`config.mk`:
```
export PLATFORM = sky130hd
export DESIGN_NAME = fft_frame_loader
export DESIGN_NICKNAME = d
export VERILOG_FILES = /design/src/rtl/fft_frame_loader.sv
export SDC_FILE = /design/constraint.sdc
export NUM_CORES = 1
export LEC_CHECK = 0
export ABC_AREA = 1
export CELL_PAD_IN_SITES_DETAIL_PLACEMENT = 0
export CELL_PAD_IN_SITES_GLOBAL_PLACEMENT = 1
export CORE_AREA = 2 2 292 294
export CTS_CLUSTER_SIZE = 25
export DETAILED_ROUTE_END_ITERATION = 10
export DIE_AREA = 0 0 294 296
export DONT_BUFFER_PORTS = 1
export PLACE_DENSITY = 0.75
export SLEW_MARGIN = 20
export SYNTH_ARGS = -nofsm -noshare
export SYNTH_HDL_FRONTEND = slang
export SYNTH_SLANG_ARGS = --single-unit
```
`constraint.sdc`:
```
create_clock -name clk_i -period 8.7 [get_ports clk_i]
set_clock_uncertainty 0.2 [all_clocks]
set_input_delay 1.305 -clock clk_i [delete_from_list [all_inputs] [get_ports clk_i]]
set_output_delay 1.305 -clock clk_i [all_outputs]
set_load 0.05 [all_outputs]
```
`src/rtl/fft_frame_loader.sv`:
```
// Streaming-to-frame front end for top_fft: collects POINT_FFT complex samples per frame
// into one of two banks and presents the held bank in parallel while the other bank fills.
module fft_frame_loader #(
    parameter int POINT_FFT_POW2 = 4,
    parameter int FRAC_BITS      = 15
) (
    input  logic                                                  clk_i,
    input  logic                                                  rst_ni,
    input  logic                                                  s_valid_i,
    output logic                                                  s_ready_o,
    input  logic [1:0][FRAC_BITS:0]                               s_data_i,
    input  logic                                                  s_last_i,
    output logic [(1<<POINT_FFT_POW2)-1:0][1:0][FRAC_BITS:0]      frame_o,
    output logic                                                  frame_valid_o,
    input  logic                                                  frame_ready_i,
    output logic                                                  sync_err_o
);

    localparam int POINT_FFT = 1 << POINT_FFT_POW2;
    localparam logic [POINT_FFT_POW2-1:0] LAST_IDX = POINT_FFT_POW2'(POINT_FFT - 1);

    localparam logic [1:0] ST_EMPTY   = 2'd0;
    localparam logic [1:0] ST_FILLING = 2'd1;
    localparam logic [1:0] ST_FULL    = 2'd2;
    localparam logic [1:0] ST_HELD    = 2'd3;

    // Sample storage: read in parallel, so kept as plain registers rather than block RAM.
    logic [1:0][FRAC_BITS:0]       bank_mem_reg [2][POINT_FFT];

    logic [1:0]                    bank_state_reg  [2];
    logic [1:0]                    bank_state_next [2];
    logic                          fill_sel_reg;
    logic                          fill_sel_next;
    logic                          hold_sel;
    logic [POINT_FFT_POW2-1:0]     wr_idx_reg;
    logic [POINT_FFT_POW2-1:0]     wr_idx_next;
    logic                          sync_err_reg;
    logic                          sync_err_next;

    logic                          fill_full;
    logic                          hold_held;
    logic                          accept;
    logic                          at_last_idx;
    logic                          complete;
    logic                          early_last;
    logic                          release_hold;
    logic                          wr_en;

    // The banks always play opposite roles.
    assign hold_sel  = ~fill_sel_reg;
    assign fill_full = (bank_state_reg[fill_sel_reg] == ST_FULL);
    assign hold_held = (bank_state_reg[hold_sel] == ST_HELD);

    assign s_ready_o     = rst_ni & ~fill_full;
    assign frame_valid_o = hold_held;
    assign sync_err_o    = sync_err_reg;

    assign accept       = s_valid_i & s_ready_o;
    assign at_last_idx  = (wr_idx_reg == LAST_IDX);
    assign complete     = accept & at_last_idx;
    assign early_last   = accept & s_last_i & ~at_last_idx;
    assign release_hold = hold_held & frame_ready_i;
    assign wr_en        = accept & ~early_last;

    always_comb begin
        bank_state_next[0] = bank_state_reg[0];
        bank_state_next[1] = bank_state_reg[1];
        fill_sel_next      = fill_sel_reg;
        wr_idx_next        = wr_idx_reg;
        sync_err_next      = early_last | (complete & ~s_last_i);

        if (early_last) begin
            wr_idx_next                   = '0;
            bank_state_next[fill_sel_reg] = ST_EMPTY;
        end else if (accept) begin
            wr_idx_next                   = at_last_idx ? '0 : wr_idx_reg + 1'b1;
            bank_state_next[fill_sel_reg] = ST_FILLING;
        end

        if (complete) begin
            if (!hold_held || release_hold) begin
                bank_state_next[fill_sel_reg] = ST_HELD;
                bank_state_next[hold_sel]     = ST_EMPTY;
                fill_sel_next                 = ~fill_sel_reg;
            end else begin
                bank_state_next[fill_sel_reg] = ST_FULL;
            end
        end else if (release_hold) begin
            if (fill_full) begin
                // Parked frame moves straight into the hold role: no bubble on frame_valid_o.
                bank_state_next[fill_sel_reg] = ST_HELD;
                bank_state_next[hold_sel]     = ST_EMPTY;
                fill_sel_next                 = ~fill_sel_reg;
            end else begin
                bank_state_next[hold_sel]     = ST_EMPTY;
            end
        end
    end

    always_ff @(posedge clk_i) begin
        if (!rst_ni) begin
            bank_state_reg[0] <= ST_EMPTY;
            bank_state_reg[1] <= ST_EMPTY;
            fill_sel_reg      <= 1'b0;
            wr_idx_reg        <= '0;
            sync_err_reg      <= 1'b0;
        end else begin
            bank_state_reg[0] <= bank_state_next[0];
            bank_state_reg[1] <= bank_state_next[1];
            fill_sel_reg      <= fill_sel_next;
            wr_idx_reg        <= wr_idx_next;
            sync_err_reg      <= sync_err_next;
        end
    end

    always_ff @(posedge clk_i) begin
        if (!rst_ni) begin
            for (int b = 0; b < 2; b++) begin
                for (int n = 0; n < POINT_FFT; n++) begin
                    bank_mem_reg[b][n] <= '0;
                end
            end
        end else if (wr_en) begin
            bank_mem_reg[fill_sel_reg][wr_idx_reg] <= s_data_i;
        end
    end

    for (genvar gi = 0; gi < POINT_FFT; gi++) begin : g_frame
        assign frame_o[gi] = bank_mem_reg[hold_sel][gi];
    end

endmodule

```
==> flow_summary.ini <==
[die]
fp.dieW_um = 294
io_pins = 552
fp.dieH_um = 296
dieArea_sq_mm = 0.0870
initial_utilization_pct = 49.4
core_sq_mm = 0.0842
rows = 107

[setup_path]
crit_start = fill_sel_reg
arrival_ps = 4060
r2r_slack_ps = 4250
worstPathMaxFanout = 88
r2r-start = wr_idx_reg[0]
reg2reg_depth = 12
crit_chain = buf_4 -> buf_4 -> nand2_1 -> nand2_1
crit_required_ps = 7190
critPathTopFamily = buffers and inverters
timing.rr.end = bank_mem_reg[0][36]
critPathCapture = frame_o[216]
cp.buffers_inverters = 2
max_stage_delay_ps = 900
criticalPathCategory = register to output pin
worst_path_max_delay_cell = buf_4
path_depth = 4
end_kind = output pin
cp-start-kind = register

[detailed_routing]
ant_nets = 0
num_vias = 26667
routedWlPerCell_um = 30.0
drcViolationCount = 0
drt-pass1-iter-count = 6
wirelength_um = 143000
drtIter0Drc = 3328
routed_via_density = 5.60

[cells_and_area]
drive_gt1_share_pct = 10.4
area_delta_synth_final_pct = 11.1
nNetsFinal = 3628
multiInputGateArea_sq_mm = 0.00955
nFillCells = 7030
regArea_sq_mm = 0.0310
largest_reg_flops = 1024

[pwr]
ir_worst_vdd_mv = 0.166
combPwrFrac_pct = 12.2
p_clk_share_pct = 38.1
leakagePower_nw = 19.0
p_per_area_mw_per_mm2 = 256
total_power_mw = 11.8
p_seq_share_pct = 49.7
p_int_mw = 8.47
p_sw_mw = 3.36
switching_share_pct = 28.4

[synthesis]
synth_top_cell_by_area = edfxtp_1
syn_area_sq_mm = 0.0416
synth_ff_type = edfxtp_1
synthCells = 3620
yosys_warnings = 0
async_reset_ff_share_pct = 0
synth_area_leaders = edfxtp_1 74%, nand2_1 15%, nor2_1 4.8%, clkbuf_1 1.3%, nor2_2 1.2%
synthTopCellsByCount = 1641 x nand2_1, 1024 x edfxtp_1, 527 x nor2_1
synth_edf_count = 1024
synth_most_common_cell = nand2_1
synth_cell_type_count = 35
synth_top_area_share_pct = 74.0
avgSynthCellArea_sq_um = 11.5
synth_nets = 3661
ys_ff_latch = 1035
seq_area_frac_synth_pct = 74.5

[timing]
slew_viol_final = 0
tightest_slew_ps = 1200
period_share_pct = 64.0
fin_crit_ps = 5570
fmax_ghz = 0.180
rsz0062_at_grt = false
setup_ws_ps = 3130
hold_viol = 0
setup_viol = 0
setup_tns_ps = 0
hold_slack_ps = 295
slew-limit-headroom_pct = 20.2

[clock_network]
clk_latency_ps = 670
postCtsResizedCells = 0
root_buffer = clkbuf_16
cts.sinks = 1035
cts_made_buffers = 105
cts_tree = done
htree_levels = 3
clock_path_buffers = 3
path_clk_slew_ps = 60
cts_setup_buffers = 0
hold_buffers = 0

[place]
hpwl_um = 86100
io_buffer_count = 0
gp_congestion = 0.844
place_ws_ps = 3530

[grt]
grt_start_max_net_pins = 189
grt_pass1_vias = 24386
grt_overflow = 0
grt_usage_pct = 32.3
antenna_found_initial = 6
grt_first_pass_wirelength_um = 194000

[job]
maxCapViolations = 0

[status]
outcome = complete, no violations

[hold_path]
hold_path.class = register to register
-- placed cells by master (no fill, tap or decap), types with 3 or more instances in the layout --
cell type   synthesis  layout
a21oi_1             6       6
buf_12              1       4
buf_16              0       4
buf_4              23      65
bufinv_16           0      11
clkbuf_1          149      19
clkbuf_16           0     105
clkinv_1           25      48
clkinv_2            0      19
clkinv_8            0       3
clkinvlp_4          0       3
dfxtp_1            11      10
diode_2             0       3
edfxtp_1         1024    1024
ha_1                4       4
inv_1              31      27
inv_2               3       7
nand2_1          1641    1634
nand2_2             3      10
nand3_1             5       5
nand3b_4           14      14
nor2_1            527     487
nor2_2             83      92
nor2_4              1      32
nor3_1              3       3
o211ai_1            3       3
o21ai_0             6       6
o21ai_1             5       5
-- metal layers --
layer	wire length [um]	global-route usage [%]	share of wire (%)
met4	5720	11.7	4.0
met5	0	0	0
met3	17300	10.4	12
met2	66000	50.1	46
met1	53800	43.0	38
-- metrics by stage --
step | instance area (sq um) | util [%] | cells
floorplan | 41600 | - | 3620
global route | 46200 | 54.8 | 4759
global placement | 42700 | 50.7 | 4565
finish | 46200 | 54.8 | 4762
detailed placement | 42700 | 50.7 | 4567
CTS | 46100 | 54.7 | 4756
-- power by group through the flow --
| stage | Clock, mW | Combinational [mW] | Sequential [mW] |
|---|---|---|---|
| 2_1_floorplan | 0 | 1.03 | 5.97 |
| 3_3_place_gp | 0 | 1.43 | 5.98 |
| 3_5_place_dp | 0 | 1.44 | 5.98 |
| 4_1_cts | 4.52 | 1.44 | 5.88 |
| 5_1_grt | 4.70 | 1.48 | 5.91 |
| 6_report | 4.50 | 1.45 | 5.88 |
-- how the worst min path moves through the flow --
stage                                end            startpoint  depth (start not counted)  slack (ps)
global placement    bank_state_reg[0][1]  bank_state_reg[0][1]                          2         260
CTS                 bank_state_reg[0][1]  bank_state_reg[0][1]                          2         290
finish              bank_state_reg[0][1]  bank_state_reg[0][1]                          2         300
floorplan           bank_state_reg[0][1]  bank_state_reg[0][1]                          2         250
detailed placement  bank_state_reg[0][1]  bank_state_reg[0][1]                          2         280
global route        bank_state_reg[0][1]  bank_state_reg[0][1]                          2         330
-- logic make-up after synthesis --
kind of cell	share of synthesized area, %
XOR/XNOR	0.0211
adder cells (fa/ha/maj)	0.120
AO/OA/AOI/OAI	0.361
AND/OR/NAND/NOR	21.8
flip-flops	74.5
buffers and inverters	3.18
-- worst min-delay path, delay by kind of cell (launching register included) --
family / cells / cell delay (ps)
and+or+nand+nor: 1 / 70
AOI/OAI and AO/OA: 1 / 60
DFF: 1 / 330
-- layout make-up --
class | instances | area share (%)
diodes | 3 | 0.0163
multi-input cells | 2313 | 20.7
clock inverters | 64 | 1.44
clock buffers | 125 | 5.87
inverters | 59 | 0.496
flip-flops and latches | 1035 | 67.1
well taps | 1090 | 2.95
repair buffers | 73 | 1.47
(Power assumes the default switching activity.)
